==> config.mk <==
export PLATFORM = sky130hd
export DESIGN_NAME = nand_flash_responder
export DESIGN_NICKNAME = d
export VERILOG_FILES = /design/src/rtl/nand_flash_responder.sv
export SDC_FILE = /design/constraint.sdc
export NUM_CORES = 1
export LEC_CHECK = 0
export ABC_CLOCK_PERIOD_IN_PS = 5260
export CAP_MARGIN = 20
export CORE_ASPECT_RATIO = 1.4
export CORE_UTILIZATION = 45
export DETAILED_ROUTE_END_ITERATION = 7
export SLEW_MARGIN = 20
export SYNTH_ARGS = -nofsm -noshare
export SYNTH_HDL_FRONTEND = slang
export SYNTH_SLANG_ARGS = --single-unit
==> constraint.sdc <==
create_clock -name clk -period 5.26 [get_ports clk]
set_clock_uncertainty 0.2 [all_clocks]
set_input_delay 1.052 -clock clk [delete_from_list [all_inputs] [get_ports clk]]
set_output_delay 1.052 -clock clk [all_outputs]
set_load 0.01 [all_outputs]
==> src/rtl/nand_flash_responder.sv <==
// NAND flash device model: decodes the controller strobes, holds a small page array, drives R/B_N and the read bus.
// Outputs are registered one cycle behind the sampled strobes; no backpressure, the controller paces via R/B_N.
module nand_flash_responder #(
    parameter int          PAGE_BYTES  = 16,
    parameter int          NUM_PAGES   = 4,
    parameter int          BUSY_CYCLES = 32,
    parameter logic [7:0]  ID0         = 8'hEC,
    parameter logic [7:0]  ID1         = 8'hDA,
    parameter logic [7:0]  IDLEDATA    = 8'hAA
) (
    input  logic       clk,
    input  logic       rst,
    input  logic       iCE_N,
    input  logic       iCLE,
    input  logic       iALE,
    input  logic       iWE_N,
    input  logic       iRE_N,
    input  logic       iWP_N,
    input  logic [7:0] flash_data,
    output logic [7:0] flash_q,
    output logic       q_oe,
    output logic       oRB_N
);

    localparam int CW   = $clog2(PAGE_BYTES);
    localparam int RW   = $clog2(NUM_PAGES);
    localparam int CNTW = $clog2(BUSY_CYCLES + 1);

    localparam logic [7:0] CMD_READ    = 8'h00;
    localparam logic [7:0] CMD_READ_GO = 8'h30;
    localparam logic [7:0] CMD_PROG    = 8'h80;
    localparam logic [7:0] CMD_PROG_GO = 8'h10;
    localparam logic [7:0] CMD_STATUS  = 8'h70;
    localparam logic [7:0] CMD_ID      = 8'h90;
    localparam logic [7:0] CMD_RESET   = 8'hFF;

    typedef enum logic [3:0] {
        S_IDLE, S_ADDR1, S_ADDR2, S_ADDR_ID, S_DATA_IN,
        S_BUSY_RD, S_BUSY_PG, S_BUSY_RST, S_DATA_OUT
    } state_t;

    typedef enum logic [1:0] {OM_PAGE, OM_STATUS, OM_ID} omode_t;

    state_t          state_q, state_d;
    logic            we_q, re_q;
    logic [7:0]      data_q;
    logic [CW-1:0]   col_q, col_d;
    logic [RW-1:0]   row_q, row_d;
    logic [CNTW-1:0] cnt_q, cnt_d;
    logic            fail_q, fail_d;
    logic            wp_blk_q, wp_blk_d;
    logic            prog_q, prog_d;
    logic            rd_armed_q, rd_armed_d;
    logic            out_en_q, out_en_d;
    omode_t          omode_q, omode_d;
    logic [1:0]      id_idx_q, id_idx_d;
    logic [7:0]      flash_q_q, flash_q_d;
    logic            q_oe_q, q_oe_d;
    logic            orb_q, orb_d;

    logic [7:0]      buf_q [PAGE_BYTES];
    logic [7:0]      mem_q [NUM_PAGES*PAGE_BYTES];

    logic            we_rise, re_rise;
    logic            cmd_vld, addr_vld, din_vld, cmd_ok;
    logic            busy, busy_done, busy_next;
    logic            start_rd, start_pg;
    logic            copy_act;
    logic [CW-1:0]   copy_col;
    logic [7:0]      out_byte;
    logic            out_act;

    // Strobe edges use the registered copy against the live pin; the latched byte is the one held while WE was low.
    assign we_rise  = ~we_q & iWE_N & ~iCE_N & ~(iCLE & iALE);
    assign re_rise  = ~re_q & iRE_N & ~iCE_N;
    assign cmd_vld  = we_rise & iCLE;
    assign addr_vld = we_rise & iALE;
    assign din_vld  = we_rise & ~iCLE & ~iALE;

    assign busy      = (state_q == S_BUSY_RD) || (state_q == S_BUSY_PG) || (state_q == S_BUSY_RST);
    assign busy_done = busy && (cnt_q == CNTW'(BUSY_CYCLES - 1));
    assign busy_next = (state_d == S_BUSY_RD) || (state_d == S_BUSY_PG) || (state_d == S_BUSY_RST);
    assign cmd_ok    = cmd_vld && (!busy || data_q == CMD_STATUS || data_q == CMD_RESET);
    assign start_rd  = cmd_vld && !busy && data_q == CMD_READ_GO && rd_armed_q && state_q == S_IDLE;
    assign start_pg  = cmd_vld && !busy && data_q == CMD_PROG_GO && state_q == S_DATA_IN;
    assign copy_act  = cnt_q < CNTW'(PAGE_BYTES);
    assign copy_col  = cnt_q[CW-1:0];

    always_ff @(posedge clk) begin
        if (!rst) begin
            state_q <= S_IDLE;
        end else begin
            state_q <= state_d;
        end
    end

    always_comb begin
        state_d = state_q;
        if (busy) begin
            if (cmd_vld && data_q == CMD_RESET) begin
                state_d = S_BUSY_RST;
            end else if (busy_done) begin
                state_d = (state_q == S_BUSY_RD) ? S_DATA_OUT : S_IDLE;
            end
        end else if (cmd_vld) begin
            case (data_q)
                CMD_READ,
                CMD_PROG:    state_d = S_ADDR1;
                CMD_READ_GO: state_d = start_rd ? S_BUSY_RD : S_IDLE;
                CMD_PROG_GO: state_d = start_pg ? S_BUSY_PG : S_IDLE;
                CMD_STATUS:  state_d = (state_q == S_DATA_OUT) ? S_DATA_OUT : S_IDLE;
                CMD_ID:      state_d = S_ADDR_ID;
                CMD_RESET:   state_d = S_BUSY_RST;
                default:     state_d = S_IDLE;
            endcase
        end else if (addr_vld) begin
            case (state_q)
                S_ADDR1:   state_d = S_ADDR2;
                S_ADDR2:   state_d = prog_q ? S_DATA_IN : S_IDLE;
                S_ADDR_ID: state_d = S_DATA_OUT;
                default:   state_d = state_q;
            endcase
        end
    end

    always_comb begin
        case (omode_q)
            OM_STATUS: out_byte = {iWP_N, orb_q, 5'b0, fail_q};
            OM_ID: begin
                case (id_idx_q)
                    2'd0:    out_byte = ID0;
                    2'd1:    out_byte = ID1;
                    default: out_byte = 8'h00;
                endcase
            end
            default:   out_byte = buf_q[col_q];
        endcase
        // Status may be polled while busy; page data is only valid once the buffer load has finished.
        out_act   = out_en_q && !iCE_N && (omode_q == OM_STATUS || !busy);
        flash_q_d = out_act ? out_byte : IDLEDATA;
        q_oe_d    = out_act && !iRE_N;
        orb_d     = !busy_next;
    end

    always_comb begin
        col_d      = col_q;
        row_d      = row_q;
        cnt_d      = cnt_q;
        fail_d     = fail_q;
        wp_blk_d   = wp_blk_q;
        prog_d     = prog_q;
        rd_armed_d = rd_armed_q;
        out_en_d   = out_en_q;
        omode_d    = omode_q;
        id_idx_d   = id_idx_q;

        if (busy) begin
            cnt_d = cnt_q + 1'b1;
        end
        if (state_q == S_BUSY_RD && state_d == S_DATA_OUT) begin
            out_en_d = 1'b1;
        end

        if (re_rise && out_en_q && !busy) begin
            if (omode_q == OM_PAGE) begin
                col_d = col_q + 1'b1;
            end else if (omode_q == OM_ID && id_idx_q != 2'd2) begin
                id_idx_d = id_idx_q + 2'd1;
            end
        end

        if (cmd_ok) begin
            rd_armed_d = 1'b0;
            case (data_q)
                CMD_READ: begin
                    omode_d = OM_PAGE;
                    prog_d  = 1'b0;
                end
                CMD_PROG: begin
                    prog_d   = 1'b1;
                    out_en_d = 1'b0;
                end
                CMD_READ_GO: begin
                    // Status reflects the most recent operation, so a read clears a stale program failure.
                    if (start_rd) begin
                        cnt_d    = '0;
                        fail_d   = 1'b0;
                        out_en_d = 1'b0;
                        omode_d  = OM_PAGE;
                    end
                end
                CMD_PROG_GO: begin
                    if (start_pg) begin
                        cnt_d    = '0;
                        fail_d   = ~iWP_N;
                        wp_blk_d = ~iWP_N;
                        out_en_d = 1'b0;
                    end
                end
                CMD_STATUS: begin
                    omode_d    = OM_STATUS;
                    out_en_d   = 1'b1;
                    rd_armed_d = rd_armed_q;
                end
                CMD_ID: begin
                    prog_d   = 1'b0;
                    out_en_d = 1'b0;
                end
                CMD_RESET: begin
                    cnt_d    = '0;
                    fail_d   = 1'b0;
                    wp_blk_d = 1'b0;
                    prog_d   = 1'b0;
                    out_en_d = 1'b0;
                    omode_d  = OM_PAGE;
                    col_d    = '0;
                    row_d    = '0;
                end
                default: ;
            endcase
        end

        if (addr_vld) begin
            case (state_q)
                S_ADDR1: col_d = data_q[CW-1:0];
                S_ADDR2: begin
                    row_d      = data_q[RW-1:0];
                    rd_armed_d = ~prog_q;
                end
                S_ADDR_ID: begin
                    omode_d  = OM_ID;
                    id_idx_d = 2'd0;
                    out_en_d = 1'b1;
                end
                default: ;
            endcase
        end

        if (din_vld && state_q == S_DATA_IN) begin
            col_d = col_q + 1'b1;
        end
    end

    always_ff @(posedge clk) begin
        if (!rst) begin
            we_q       <= 1'b1;
            re_q       <= 1'b1;
            data_q     <= 8'h00;
            col_q      <= '0;
            row_q      <= '0;
            cnt_q      <= '0;
            fail_q     <= 1'b0;
            wp_blk_q   <= 1'b0;
            prog_q     <= 1'b0;
            rd_armed_q <= 1'b0;
            out_en_q   <= 1'b0;
            omode_q    <= OM_PAGE;
            id_idx_q   <= 2'd0;
            flash_q_q  <= IDLEDATA;
            q_oe_q     <= 1'b0;
            orb_q      <= 1'b1;
        end else begin
            we_q       <= iWE_N;
            re_q       <= iRE_N;
            data_q     <= flash_data;
            col_q      <= col_d;
            row_q      <= row_d;
            cnt_q      <= cnt_d;
            fail_q     <= fail_d;
            wp_blk_q   <= wp_blk_d;
            prog_q     <= prog_d;
            rd_armed_q <= rd_armed_d;
            out_en_q   <= out_en_d;
            omode_q    <= omode_d;
            id_idx_q   <= id_idx_d;
            flash_q_q  <= flash_q_d;
            q_oe_q     <= q_oe_d;
            orb_q      <= orb_d;
        end
    end

    // Array and page buffer keep their contents across reset, like real cells; copies move one byte per busy cycle.
    always_ff @(posedge clk) begin
        if (din_vld && state_q == S_DATA_IN) begin
            buf_q[col_q] <= data_q;
        end else if (state_q == S_BUSY_RD && copy_act) begin
            buf_q[copy_col] <= mem_q[{row_q, copy_col}];
        end
        if (state_q == S_BUSY_PG && copy_act && !wp_blk_q) begin
            mem_q[{row_q, copy_col}] <= buf_q[copy_col];
        end
    end

    assign flash_q = flash_q_q;
    assign q_oe    = q_oe_q;
    assign oRB_N   = orb_q;

endmodule

* After elaboration in Yosys (flattened, before gate mapping)
Memories as Yosys holds them, arrays and structs flattened. A register that Yosys moved wholly into a read port is not among the register bits.
Index checks and enable logic that the tools add are counted.
** Storage, ports and cells
- Bits in registers :: 45
- Bits in latches :: 0
- RAM bits :: 640
- Bits in read-only memories :: 0
- Input port bits :: 16
- Output and inout bits :: 10
- Logic and storage cells :: 183
- Memories kept :: 2
** Cells by class
- $add $sub $neg :: 3
- $mul :: 0
- Div/mod/pow operators :: 0
- Magnitude comparators :: 1
- Equal/unequal tests :: 25
- Shift operators :: 0
- Mux-type cells :: 69
- Bitwise logic cells :: 18
- Reductions and logical operators :: 48
** Memory list
- mem_q :: depth 64, width 8, read ports 1, clocked after memory_dff 1, wr ports 1, line 62 : logic [7:0] mem_q [NUM_PAGES*PAGE_BYTES];
- buf_q :: depth 16, width 8, read ports 2, clocked after memory_dff 2, wr ports 1, line 61 : logic [7:0] buf_q [PAGE_BYTES];
** Operator list (number)
- $mux W4 :: 17
- $pmux W8 S2 :: 2
- $mux W6 :: 5
- $eq A4 B3 Y1 const B :: 7
- $mux W2 :: 13
- $eq A8 B8 Y1 const B :: 3
- $pmux W4 S6 :: 1
- $logic_and A1 B1 Y1 :: 20
- $mux W1 :: 20
- $pmux W6 S3 :: 1
- $pmux W4 S3 :: 1
- $and A1 B1 Y1 :: 10
- $mux W3 :: 3
- $eq A4 B2 Y1 const B :: 2
- $eq A4 B4 Y1 const B :: 2
- $eq A8 B5 Y1 const B :: 1
- $eq A8 B6 Y1 const B :: 1
- $eq A8 B7 Y1 const B :: 1
- $logic_not A8 Y1 :: 1
- $mux W8 :: 1
- $not A1 Y1 :: 8
- $reduce_or A8 Y1 :: 1
- $logic_or A1 B1 Y1 :: 7
- $add A6 B1 Y6 const B :: 1
- other kinds (22) :: 35

* Depth between registers and ports, before layout
Gate-level depths: netlist of run 1.
- Depth in word-level cells :: 21
- Gate-level depth with buffers :: 10
- Gate-level depth less buffers :: 7

* Least setup slack after synthesis of run 1
No wires, ideal clock.
- Kind :: register -> register
- Start :: register, netlist name cnt_q[0]
- End :: memory mem_q[0][7] (data pin)
- Library setup time :: 741 ps
- Data arrival time :: 4471 ps
- Required time :: 4319 ps
- Setup slack :: -152 ps
- Stages on the path, launching flop included :: 10
- Path buffers :: 4
- Clock period less this slack :: 5412 ps
- Path through :: dfxtp_1 buf_2 buf_2 buf_4 buf_2 nand3_1 o21ai_0 a21oi_1 o21a_1 a221oi_1
** RTL lines (line)
- end, declared :: 62

* Worst setup path after layout of run 1
- Start :: register cnt_q[2]
- End :: memory buf_q[15][6] (data pin)
** On the way
- Cells in the longest elaborated chain, start to end :: 7
** RTL lines
- start, declared :: line 49 : logic [CNTW-1:0] cnt_q, cnt_d;
- start signal, assigned :: line 268 : cnt_q <= cnt_d;
- $lt A6 B5 Y1 :: line 86 : assign copy_act = cnt_q < CNTW'(PAGE_BYTES);
- $logic_and A1 B1 Y1 :: line 286 : end else if (state_q == S_BUSY_RD && copy_act) begin
- $mux W1 :: line 286
- $mux W1 :: line 284 : if (din_vld && state_q == S_DATA_IN) begin
- $mux W1 (not written as such) :: line 287 : buf_q[copy_col] <= mem_q[{row_q, copy_col}];
- $reduce_or A8 Y1 (no source line)
- $mux W8 (no source line)
- end, declared :: line 61
Every way passes these cells.

==> results.sh, run 1 <==
export IMPL_outcome="complete, no violations"
export IMPL_track_usage_pct=26.3
export IMPL_cp_common_cell="buf_4"
export IMPL_synthFlopType="edfxtp_1"
export IMPL_fillers=5085
export IMPL_synthCells=1803
export IMPL_initial_core_util_pct=45.7
export IMPL_htree_levels=3
export IMPL_io_buffers=25
export IMPL_firstDrtPassIters=5
export IMPL_cts_tree="done"
export IMPL_cts_root_buf="clkbuf_16"
export IMPL_grt_max_degree=65
export IMPL_vdd_drop_max_uv=214
export IMPL_numCtsBuffers=67
export IMPL_final_nets=1909
export IMPL_io_pins=26
export IMPL_grt_pass1_vias=17500
export IMPL_async_flop_share_pct=0
export IMPL_drtIter0Drc=1779
export IMPL_clk_pin_slew_ns=0.06
export IMPL_drive_above_1_share_pct=18.7
export IMPL_coreArea_um2=62300
export IMPL_clock_latency_ns=0.63
export IMPL_die_x_um=215
export IMPL_hold_violations=0
export IMPL_die_area_um2=64300
export IMPL_num_antenna_cells=0
export IMPL_multiInputGateArea_um2=7960
export IMPL_design_area_um2=32400
export IMPL_ys_warn_count=0
export IMPL_worst_setup_path_type="register to register"
export IMPL_seqCellArea_um2=20100
export IMPL_tightest_slew_ns=1.10
export IMPL_synth_edf_count=640
export IMPL_clock_path_buffers=3
export IMPL_hp_class="register to register"
export IMPL_finalWirelength_mm=84.0
export IMPL_fin_crit_sh_pct=77.3
export IMPL_finalSetupViolations=0
export IMPL_dieHeight_um=300
export IMPL_period_needed_ns=4.07
export IMPL_power_density_nw_per_um2=333
export IMPL_leakage_nw=9.86
export IMPL_drc_errors=0
export IMPL_crit_fanout=54
export IMPL_vias_per_cell=6.28
export IMPL_arrival_ns=4.12
export IMPL_relSlewSlack_pct=26.7
export IMPL_overflow=0
export IMPL_syn_area_per_cell_um2=15.8
export IMPL_tns_ns=0
export IMPL_ant_nets=0
export IMPL_place_area_um2=30200
export IMPL_ys_ff_latch=685
export IMPL_worstPathRequired_ns=5.32
export IMPL_area_growth_syn_to_layout_pct=13.8
export IMPL_slowest_stage="a31oi_2"
export IMPL_synth_nets=1828
export IMPL_drv_slew=0
export IMPL_cts_setup_buffers=0
export IMPL_dp_hpwl_mm=55.0
export IMPL_rsz0062_at_grt="false"
export IMPL_path_cells="nor2b_4, buf_4, a22o_1, nand2_1, a21oi_1, a2111oi_0, buf_4, a31oi_2"
export IMPL_grt_pass1_wl_mm=122
export IMPL_synth_distinct_cells=81
export IMPL_max_cap_violations=0
export IMPL_place_congestion=0.917
export IMPL_cts_resized=0
export IMPL_max_freq_ghz=0.246
export IMPL_start_kind="register"
export IMPL_detail_route_wl_per_cell_um=30.4
export IMPL_grt_antenna_before_repair=1
export IMPL_cp_end_kind="register"
export IMPL_netlist_area_um2=28500
export IMPL_vias=17300
export IMPL_yosysSeqAreaShare_pct=70.7
export IMPL_rows=108
export IMPL_cts_sinks=685
export IMPL_max_stage_delay_ns=0.82
export IMPL_cts_hold_buf=0
-- power breakdown --
part / switching, mW / internal, mW
clock: 2.08 / 2.76
sequential: 0.0122 / 5.88
combinational: 0.0449 / 0.0256
total: 2.14 / 8.67
-- Yosys cell counts, drive strengths merged, types with 9 or more instances --
cell type	count	area share (%)
nand2b	18	0.40
inv	14	0.18
mux4	69	5.5
nand3	27	0.47
a21oi	78	1.4
buf	57	0.99
a31oi	23	0.51
mux2	53	2.1
ha	9	0.40
a221oi	52	1.6
dfxtp	45	3.2
clkbuf	61	0.80
edfxtp	640	67
nor2	152	2.0
o21ai	54	0.96
mux2i	86	3.0
and2	16	0.35
nor3	20	0.37
nor2b	9	0.20
o22ai	20	0.44
a22o	26	0.80
a22oi	35	0.92
nand2	78	1.1
a2111oi	9	0.28
a211oi	12	0.33
a221o	16	0.56
-- per-layer routing --
layer	up-vias	track usage, %	routed length [um]	share of wire [%]
li1	7430	-	-	-
met1	8904	31.4	31300	37
met2	780	45.1	42200	50
met3	216	3.74	5310	6.3
met4	2	16.2	5120	6.1
met5	-	0	12	0.014
-- layout by cell type, fill, tap and decap left out, types with 7 or more instances in the layout --
| master | instances |
|---|---|
| edfxtp_1 | 640 |
| nor2_1 | 149 |
| buf_4 | 103 |
| mux2i_1 | 86 |
| a21oi_1 | 78 |
| nand2_1 | 77 |
| mux4_2 | 69 |
| clkbuf_16 | 69 |
| o21ai_0 | 53 |
| mux2_2 | 53 |
| a221oi_1 | 50 |
| dfxtp_1 | 40 |
| a22oi_1 | 35 |
| nand3_1 | 27 |
| a22o_1 | 26 |
| clkdlybuf4s50_1 | 25 |
| o22ai_1 | 20 |
| nand2b_1 | 18 |
| nor3_1 | 17 |
| a221o_1 | 16 |
| and2_1 | 15 |
| clkinv_1 | 15 |
| a31oi_1 | 15 |
| inv_1 | 13 |
| a211oi_1 | 11 |
| clkbuf_1 | 11 |
| ha_1 | 9 |
| or3_1 | 8 |
| a31oi_4 | 7 |
| o22a_1 | 7 |
| o2bb2ai_1 | 7 |
| xnor2_1 | 7 |
| bufinv_16 | 7 |
| clkinv_2 | 7 |
-- worst paths after layout --
check / startpoint / end / slack, ns / cells after the start
hold / removal: fail_q$_SDFFE_PN0P_ / fail_q$_SDFFE_PN0P_ / 0.31 / 2
setup / recovery: cnt_q[2]$_SDFF_PN0_ / buf_q[15][6]$_DFFE_PP_ / 1.19 / 8
setup reg to reg: cnt_q[2]$_SDFF_PN0_ / buf_q[15][6]$_DFFE_PP_ / 1.19 / 8
hold reg to reg: fail_q$_SDFFE_PN0P_ / fail_q$_SDFFE_PN0P_ / 0.31 / 2
-- kinds of logic after synthesis --
group	count (synthesis)	share of synthesized area, %
AND/OR/NAND/NOR	361	5.94
XOR/XNOR	9	0.277
multiplexers	208	10.6
adder cells (fa/ha/maj)	9	0.395
buffers and inverters	133	1.99
flip-flops	685	70.7
AO/OA/AOI/OAI	398	10.2
-- critical path, delay by kind of cell, from the launching register on --
kind | cells | cell delay, ns
AO/OA/AOI/OAI | 4 | 1.39
flip-flops | 1 | 0.81
AND/OR/NAND/NOR | 2 | 0.74
buffers and inverters | 2 | 0.55
-- through the flow --
step / power [mW] / worst slack [ns] / instances / hold slack, ns / util (%)
5_1_grt: 11.1 / 1.09 / 2759 / 0.321 / 52.0
4_1_cts: 10.9 / 1.27 / 2759 / 0.306 / 52.0
6_report: 10.8 / 1.19 / 2759 / 0.309 / 52.0
2_1_floorplan: 6.04 / 0.652 / 1803 / 0.235 / -
3_5_place_dp: 6.08 / 0.847 / 2640 / 0.290 / 48.5
3_3_place_gp: 6.08 / 0.957 / 2640 / 0.289 / 48.5
-- flip-flops by register name, indices dropped and copies added (netlist names) --
| name | cells |
|---|---|
| buf_q | 128 |
| cnt_q | 6 |
| col_q | 4 |
| data_q | 8 |
| fail_q | 1 |
| flash_q | 8 |
| id_idx_q | 2 |
| mem_q | 512 |
| oRB_N | 1 |
| omode_q | 2 |
| out_en_q | 1 |
| prog_q | 1 |
| q_oe | 1 |
| rd_armed_q | 1 |
| re_q | 1 |
| row_q | 2 |
| state_q | 4 |
| we_q | 1 |
| wp_blk_q | 1 |
-- cell type report --
type	count	share of cell area (%)
multi-input combinational	985	24.6
tap	825	3.18
clock inverter	39	1.25
timing repair buffer	130	3.28
sequential	685	62.1
inverter	15	0.174
clock buffer	80	5.45
(Power assumes the default switching activity.)
==> run 2: changes to the inputs <==
- ABC_CLOCK_PERIOD_IN_PS: 5260 -> 3600
- clock period: 5.26 -> 3.6 ns (I/O delays scaled with it)
==> run 2 against run 1 <==
Die area unchanged. Clock power up 48%. Sequential power up 46%. Register-to-register slack worse by 1.1 ns. Final cell count is 4.2% higher. Critical endpoint is now mem_q[32][2]$_DFFE_PP_. Largest power group unchanged.
==> results.sh, run 2 (synthesis results as in run 1) <==
export IMPL_outcome="complete, no violations"
export IMPL_place_congestion=0.997
export IMPL_drv_slew=0
export IMPL_vias_per_cell=6.28
export IMPL_cts_root_buf="clkbuf_16"
export IMPL_cts_sinks=685
export IMPL_period_needed_ns=3.50
export IMPL_clk_pin_slew_ns=0.06
export IMPL_largest_register="mem_q"
export IMPL_tightest_slew_ns=1.05
export IMPL_clock_latency_ns=0.63
export IMPL_initial_core_util_pct=45.7
export IMPL_r2r_cells=9
export IMPL_arrival_ns=3.66
export IMPL_start_kind="register"
export IMPL_hp_start="oRB_N$_SDFF_PN1_"
export IMPL_crit_fanout=26
export IMPL_tns_ns=0
export IMPL_grt_pass1_wl_mm=127
export IMPL_rsz0062_at_grt="false"
export IMPL_layout_setup_ws_ns=0.105
export IMPL_dp_hpwl_mm=60.1
export IMPL_final_common_cell="edfxtp_1"
export IMPL_ant_nets=0
export IMPL_die_x_um=215
export IMPL_fillers=4952
export IMPL_cts_hold_buf=0
export IMPL_layout_cells_most_common_list="640 x edfxtp_1, 192 x buf_4, 149 x nor2_1"
export IMPL_drc_errors=0
export IMPL_coreArea_um2=62300
export IMPL_die_area_um2=64300
export IMPL_dieHeight_um=300
export IMPL_crit_start="cnt_q[0]$_SDFF_PN0_"
export IMPL_critical_path_top_delay_family="compound AO/OA/AOI/OAI gates"
export IMPL_overflow=0
export IMPL_multiInputGateArea_um2=7940
export IMPL_largest_reg_flops=512
export IMPL_area_growth_syn_to_layout_pct=18.3
export IMPL_path_buf_inv=3
export IMPL_finalNonFillerCells=2875
export IMPL_grt_max_degree=65
export IMPL_seqCellArea_um2=20100
export IMPL_hp_class="register to register"
export IMPL_relSlewSlack_pct=28.0
export IMPL_firstDrtPassIters=5
export IMPL_clock_path_buffers=3
export IMPL_htree_levels=3
export IMPL_max_cap_violations=0
export IMPL_track_usage_pct=27.5
export IMPL_cp_end_kind="register"
export IMPL_fin_crit_sh_pct=97.1
export IMPL_finalWirelength_mm=87.5
export IMPL_grt_antenna_before_repair=2
export IMPL_pre_cts_ws_ns=0.0333
export IMPL_power_density_nw_per_um2=472
export IMPL_leakage_nw=10.6
export IMPL_io_pins=26
export IMPL_detail_route_wl_per_cell_um=30.4
export IMPL_max_stage_delay_ns=0.73
export IMPL_hold_violations=0
export IMPL_max_freq_ghz=0.286
export IMPL_rows=108
export IMPL_worstReg2RegStart="cnt_q[0]$_SDFF_PN0_"
export IMPL_drtIter0Drc=1780
export IMPL_hold_slack_ns=0.290
export IMPL_place_inst=2758
export IMPL_path_cells="buf_4, mux2i_1, nor2_1, a21oi_1, a21oi_1, a2111oi_1, buf_4, a31oi_4, buf_12"
export IMPL_io_buffers=25
export IMPL_cp_num_cells=9
export IMPL_vdd_drop_max_uv=266
export IMPL_cts_tree="done"
export IMPL_worstPathRequired_ns=3.76
export IMPL_slowest_stage="a2111oi_1"
export IMPL_numCtsBuffers=66
export IMPL_finalSetupViolations=0
export IMPL_top_regs="mem_q (512), buf_q (128)"
export IMPL_final_nets=2026
export IMPL_vias=18100
export IMPL_worst_setup_path_type="register to register"
export IMPL_grt_pass1_vias=18200
export IMPL_hold_path_depth=2
export IMPL_drive_above_1_share_pct=23.3
[run 2: through the flow]
stage	utilization, %	cell area (um^2)	total power, mW
6_report	54.1	33700	15.9
5_1_grt	54.1	33700	16.3
4_1_cts	54.1	33700	16.0
3_5_place_dp	50.5	31500	8.90
3_3_place_gp	50.5	31500	8.90
2_1_floorplan	-	28600	8.83
[run 2: power by group]
| group | total (mW) | switching, mW | internal (mW) |
|---|---|---|---|
| Combinational | 0.116 | 0.0663 | 0.0494 |
| Clock | 7.17 | 2.96 | 4.21 |
| Sequential | 8.61 | 0.0175 | 8.59 |
| Total | 15.9 | 3.04 | 12.9 |
[run 2: area by class of cell]
| type | instances | area share, % |
|---|---|---|
| Antenna cell | 1 | 0.00743 |
| Clock buffer | 79 | 5.23 |
| Clock inverter | 37 | 1.32 |
| Inverter | 15 | 0.167 |
| Multi-Input combinational cell | 985 | 23.6 |
| Sequential cell | 685 | 59.8 |
| Tap cell | 825 | 3.06 |
| Timing Repair Buffer | 248 | 6.87 |
[run 2: path summary, 6_finish.rpt]
check,endpoint,slack [ns]
max reg2reg,mem_q[32][2]$_DFFE_PP_,0.10
min reg2reg,flash_q[6]$_SDFF_PN0_,0.29
max,mem_q[32][2]$_DFFE_PP_,0.10
min,flash_q[6]$_SDFF_PN0_,0.29
[run 2: layer usage]
metal / vias to the layer above / GRT usage, % / wire length [um]
met5: - / 0 / 13
met4: 2 / 16.0 / 5320
met3: 248 / 4.33 / 6330
met2: 904 / 48.0 / 44600
met1: 9240 / 32.3 / 31200
li1: 7668 / - / -
[run 2: repair_timing]
action	CTS	global route
setup endpoints to repair	0	136
gates resized for setup	0	3
setup buffers	0	0
[run 2: worst min-delay path, delay by kind of cell (launching register included)]
| kind | cells | cell delay [ns] |
|---|---|---|
| AOI/OAI and AO/OA | 1 | 0.08 |
| and+or+nand+nor | 1 | 0.06 |
| DFF | 1 | 0.31 |
